### config.mk
export PLATFORM = sky130hd
export DESIGN_NAME = hazard_ctrl
export DESIGN_NICKNAME = d
export VERILOG_FILES = /design/src/rtl/hazard_ctrl.sv
export SDC_FILE = /design/constraint.sdc
export NUM_CORES = 1
export LEC_CHECK = 0
export CORE_MARGIN = 10
export CORE_UTILIZATION = 47
export CTS_CLUSTER_SIZE = 10
export DETAILED_ROUTE_END_ITERATION = 8
export PLACE_DENSITY = 0.83
export SYNTH_ARGS = -nofsm -noshare
export SYNTH_HDL_FRONTEND = slang
export SYNTH_SLANG_ARGS = --single-unit
### constraint.sdc
create_clock -name clk -period 3.8 [get_ports clk]
set_clock_uncertainty 0.1 [all_clocks]
set_input_delay 0.76 -clock clk [delete_from_list [all_inputs] [get_ports clk]]
set_output_delay 0.76 -clock clk [all_outputs]
set_load 0.005 [all_outputs]
### src/rtl/hazard_ctrl.sv
// hazard_ctrl: pipeline hazard and stall controller.
// Resolves load-use interlocks, taken-branch flushes and multi-cycle memory
// freezes, and keeps a saturating count of fetch-stall cycles.
module hazard_ctrl #(
    parameter int MEM_LAT = 4,
    parameter int CNT_W   = 32
) (
    input  logic             clk,
    input  logic             reset,
    input  logic [4:0]       rs1D,
    input  logic [4:0]       rs2D,
    input  logic             useRs1D,
    input  logic             useRs2D,
    input  logic [4:0]       WriteRegE,
    input  logic             memReadE,
    input  logic             memReqM,
    input  logic             branchTakenE,
    output logic             enF,
    output logic             enFD,
    output logic             flushFD,
    output logic             enA,
    output logic             sendNop,
    output logic             enM,
    output logic             memBusy,
    output logic [CNT_W-1:0] stallCycles
);

    // Wait counter is at least 2 bits wide, wider only for long latencies.
    localparam int CW = (MEM_LAT > 4) ? $clog2(MEM_LAT) : 2;
    // A single-cycle memory never needs to freeze the pipeline.
    localparam logic LONG_MEM = (MEM_LAT > 1);
    localparam logic [CW-1:0] CNT_LOAD = (MEM_LAT > 1) ? CW'(MEM_LAT - 2) : '0;

    typedef enum logic {
        RUN     = 1'b0,
        MEMWAIT = 1'b1
    } state_t;

    state_t            state_q, state_d;
    logic [CW-1:0]     cnt_q, cnt_d;
    logic [CNT_W-1:0]  stall_q, stall_d;
    logic              frozen;
    logic              loadUse;

    // Hazard detection: memory freeze and load-use match (x0 never interlocks).
    always_comb begin
        frozen  = ((state_q == RUN) && memReqM && LONG_MEM) ||
                  ((state_q == MEMWAIT) && (cnt_q != '0));
        loadUse = memReadE && (WriteRegE != 5'd0) &&
                  ((useRs1D && (rs1D == WriteRegE)) ||
                   (useRs2D && (rs2D == WriteRegE)));
    end

    // Mealy control outputs; priority reset > freeze > branch > load-use.
    always_comb begin
        enF     = 1'b1;
        enFD    = 1'b1;
        flushFD = 1'b0;
        enA     = 1'b1;
        sendNop = 1'b0;
        enM     = 1'b1;
        memBusy = (state_q == MEMWAIT);
        if (reset) begin
            // Keep everything moving but fill the registers with bubbles.
            flushFD = 1'b1;
            sendNop = 1'b1;
            memBusy = 1'b0;
        end else if (frozen) begin
            enF  = 1'b0;
            enFD = 1'b0;
            enA  = 1'b0;
            enM  = 1'b0;
        end else if (branchTakenE) begin
            // Decode holds a wrong-path instruction, so load-use is moot.
            flushFD = 1'b1;
            sendNop = 1'b1;
        end else if (loadUse) begin
            enF     = 1'b0;
            enFD    = 1'b0;
            sendNop = 1'b1;
        end
    end

    // Next-state logic for the memory wait FSM and the stall counter.
    always_comb begin
        state_d = state_q;
        cnt_d   = cnt_q;
        stall_d = stall_q;
        case (state_q)
            RUN: begin
                if (memReqM && LONG_MEM) begin
                    state_d = MEMWAIT;
                    cnt_d   = CNT_LOAD;
                end
            end
            MEMWAIT: begin
                if (cnt_q != '0) begin
                    cnt_d = cnt_q - CW'(1);
                end else begin
                    // Release cycle: memReqM is not looked at here.
                    state_d = RUN;
                end
            end
            default: state_d = RUN;
        endcase
        if (!enF && (stall_q != {CNT_W{1'b1}})) begin
            stall_d = stall_q + CNT_W'(1);
        end
    end

    // State registers with synchronous reset; reset abandons any memory wait.
    always_ff @(posedge clk) begin
        if (reset) begin
            state_q <= RUN;
            cnt_q   <= '0;
            stall_q <= '0;
        end else begin
            state_q <= state_d;
            cnt_q   <= cnt_d;
            stall_q <= stall_d;
        end
    end

    assign stallCycles = stall_q;

endmodule
# --- After elaboration in Yosys (flattened, before gate mapping) ---
# Index checks and enable logic that the tools add are counted.
word_totals:
  regBits: 35
  in_bits: 22
  out_inout_bits: 39
  wordCells: 44
classes:
  addsub: 2
  n_eq_ne: 5
  n_mux: 20
  n_bitwise: 1
  reduce_logical: 13
ops:
  columns: ["operator", "n"]
  rows:
  - ["$add 32x1->32 const B", 1]
  - ["$ne 32x32->1 const B", 1]
  - ["$mux 1", 16]
  - ["$eq 5x5->1", 2]
  - ["$logic_and 1x1->1", 7]
  - ["$reduce_bool 5->1", 1]
  - ["$mux 2", 2]
  - ["$pmux 2 s2", 1]
  - ["$logic_or 1x1->1", 2]
  - ["$ne 2x1->1 const B", 1]
  - ["$ne 2x2->1 const B", 1]
  - ["$pmux 1 s2", 1]
  - ["$reduce_and 2->1", 1]
  - ["$reduce_bool 2->1", 1]
  - ["$sub 2x1->2 const B", 1]
  - ["$logic_not 1->1", 1]
  - ["$not 1->1", 1]

# --- Depth between registers and ports, before layout ---
depth:
  depth_word: 10
  mapped_depth: 12
  mapped_depth_nobuf: 10

# --- Least setup slack after synthesis ---
# OpenSTA, ideal clock, no wires.
synth_timing:
  path_type: "input -> output"
  startpoint: "input WriteRegE[1]"
  endpoint: "output enFD"
  t_arrival_ps: 2422
  required_time_ps: 2940
  path_slack_ps: 518
  path_stages: 6
  path_cell_list: "or4_1 -> o21ai_0 -> nor3_1 -> a21oi_1 -> clkbuf_1 -> buf_4"
synth_between:
  elab_chain_cells: 8
synth_lines:
  columns: ["item", "line", "rtl"]
  rows:
  - ["start: declaration", "14", "input logic [4:0] WriteRegE,"]
  - ["$eq 5x5->1 (on tied branches)", "50, 51", null]
  - ["$logic_and 1x1->1 (on tied branches)", "50, 51", null]
  - ["$logic_or 1x1->1", "50", "((useRs1D && (rs1D == WriteRegE)) ||"]
  - ["$logic_and 1x1->1 *", "49", "loadUse = memReadE && (WriteRegE != 5'd0) &&"]
  - ["$mux 1 * (4 in a row)", null, null]
  - ["end: declaration", "19", "output logic enFD,"]
# Every way passes the cells marked *; elsewhere a longest branch is shown, timed or not.

# --- Worst setup path in the final report ---
layout_timing:
  startpoint: "input WriteRegE[1]"
  endpoint: "output enF"
layout_between:
  elab_chain_cells: 8
layout_lines:
  columns: ["item", "line", "rtl"]
  rows:
  - ["$eq 5x5->1 (on tied branches)", "50, 51", null]
  - ["$logic_and 1x1->1 (on tied branches)", "50, 51", null]
  - ["$logic_or 1x1->1", "50", null]
  - ["$logic_and 1x1->1 *", "49", null]
  - ["$mux 1 *", "77", "end else if (loadUse) begin"]
  - ["$mux 1 *", "73", "end else if (branchTakenE) begin"]
  - ["$mux 1 *", "68", "end else if (frozen) begin"]
  - ["$mux 1 *", "63", "if (reset) begin"]
  - ["end: declaration", "18", "output logic enF,"]
# Marked as above.

==> out/metrics.yaml <==
powerDensity_nw_per_um2: 267
antennaDiodeCount: 0
synthSimpleGateAreaFrac_pct: 33.1
period_needed_ns: 3.65
synth_area_um2: 1990
viasPerCell: 5.94
cts_buffers: 5
arrival_ns: 2.79
first_global_vias: 2078
reg2reg_setup_slack_ns: 0.97
clk_pin_slew_ns: 0.07
clock_latency_ns: 0.29
htreeDepth: 2
port_buffers: 60
cp-end-kind: "primary output"
die_x_um: 85
finalSetupViolCount: 0
crit_required_ns: 2.94
hp-class: "reg2reg"
synth_mux_area_share_pct: 1.58
nNetsFinal: 335
ir_drop_mv: 0.167
worst_pin_slew_ns: 0.831
drv_slew: 0
clock_sinks: 35
synth_top_family_by_area: "simple AND/OR/NAND/NOR gates"
die_area_um2: 7230
cp-start-kind: "input pin"
relSlewSlack_pct: 44.1
initial_core_util_pct: 48.9
yosys.area.top_type: "dfxtp_1"
first_iter_violations: 173
async_flop_share_pct: 0
coreArea_um2: 4060
cts_tree: "built"
synth.distinct_cells: 39
drtPass1Iterations: 4
place_area_um2: 2660
layout_common_cells: "60 x clkdlybuf4s50_1, 35 x dfxtp_1, 27 x a21oi_1, 23 x nand2_1, 16 x nor2_1"
yosys_warnings: 0
layoutNonFillerInstCount: 362
hold_viol: 0
num_vias: 2149
dp_cells: 354
rows: 23
yosysSeqAreaShare_pct: 35.3
grt_usage_pct: 16.2
fin_crit_sh_pct: 96.0
cp_max_fo: 3
antenna_left: 0
synth_compound_area_share_pct: 19.5
finalSetupTns_ns: 0
design_area_um2: 2740
die_y_um: 85
cts-root-buf: "clkbuf_8"
fmax_mhz: 274
setup_ws_ns: 0.153
p_leak_nw: 0.825
synthCells: 249
drive_gt1_share_pct: 8.01
wl_per_cell_um: 16.1
place_ws_ns: 0.0932
rsz0062_at_grt: "no"
routabilityCongestion: 0.800
drc_errors: 0
crit_type: "in2out"
final_common_cell: "clkdlybuf4s50_1"
synth-xor-area-share_pct: 4.85
antenna_found_initial: 0
area_growth_pct: 38.0
cts_hold_buf: 0
avgSynthCellArea_um2: 7.97
synth_nets: 273
synth_top_area_share_pct: 35.3
ioPinCount: 61
hpwl_um: 4430
synth_fa_ha_area_share_pct: 1.26
overflow: 0
synth_edf_count: 0
grt_first_pass_wirelength_um: 9980
clk_path_buf_depth: 2
ys_ff_latch: 35
drv_cap: 0
status: "complete, no violations"
wl_um: 5820
synth_area_leaders: "dfxtp_1 35%, a21oi_1 6.8%, xnor2_1 4.9%"
grt_max_degree: 25
synthFlopType: "dfxtp_1"
final timing paths:
kind	to	start	cells after the start
hold reg to reg	cnt_q[1]	cnt_q[1]	2
hold / removal	cnt_q[1]	cnt_q[1]	2
setup reg to reg	stallCycles[31]	stallCycles[2]	6
setup / recovery	enF	WriteRegE[1]	6
power by group:
group | switching (mW) | total (mW) | internal, mW
Combinational | 0.0426 | 0.0944 | 0.0518
Sequential | 0.00257 | 0.372 | 0.370
Clock | 0.137 | 0.265 | 0.128
layout make-up:
class                           count  area [um2]
Timing Repair Buffer               69         668
Inverter                            7        26.3
Clock buffer                        6        72.6
Tap cell                           50        62.6
Multi-Input combinational cell    193        1200
Fill cell                         348        1320
Sequential cell                    35         701
Clock inverter                      2        12.5
per-stage QoR:
step / hold slack, ns / utilization, % / total power [mW]
floorplan: 0.356 / - / 0.424
global placement: 0.369 / 65.4 / 0.474
detailed placement: 0.381 / 65.4 / 0.475
CTS: 0.392 / 67.5 / 0.735
global route: 0.414 / 67.5 / 0.760
finish: 0.383 / 67.5 / 0.732
critical path, cell delays in order:
cell	delay (ns)
clkdlybuf4s50_1	0.42
or4_1	0.53
o21ai_1	0.17
nor3_1	0.06
a21oi_1	0.26
clkdlybuf4s50_1	0.59
synthesized netlist by cell type (2+ instances only):
master,instances
nor4_1,2
or3_1,9
ha_1,2
inv_1,7
buf_4,2
nand2_1,23
o41ai_1,8
o21ai_0,10
xnor2_1,11
or2_2,2
and4_1,4
a21oi_1,27
nand3_1,13
nand3b_1,4
o311ai_0,2
nand4_1,11
nor2b_1,3
and3_1,3
clkbuf_1,11
nor3_1,7
or4_1,11
or4b_2,2
nor2_1,16
o31ai_1,9
mux2i_1,2
dfxtp_1,35
repair_timing:
| action | CTS | global route |
|---|---|---|
| setup endpoints to repair | 0 | 2 |
| endpoints found under the hold margin | 0 | 0 |
| setup buffers | 0 | 0 |
| gates resized for setup | 0 | 1 |
registers in the layout, summed over array words and instances (netlist names):
name         cells
stallCycles     32
cnt_q            2
state_q          1
layer usage:
| metal | vias to the layer above | global-route usage, % | share of wire, % |
|---|---|---|---|
| met3 | 5 | 5.26 | 7.5 |
| li1 | 1073 | - | - |
| met2 | 65 | 27.6 | 50 |
| met4 | 0 | 4.94 | 0.55 |
| met1 | 1006 | 18.6 | 42 |
| met5 | - | 0 | 0 |
cell families (layout without fill, tap and decap cells):
group | after synthesis | after routing
fa+ha+maj | 2 | 2
flops | 35 | 35
compound gates | 62 | 62
mux | 3 | 3
buf+inv | 21 | 84
simple gates | 115 | 115
xor+xnor | 11 | 11
(Power assumes the default switching activity.)
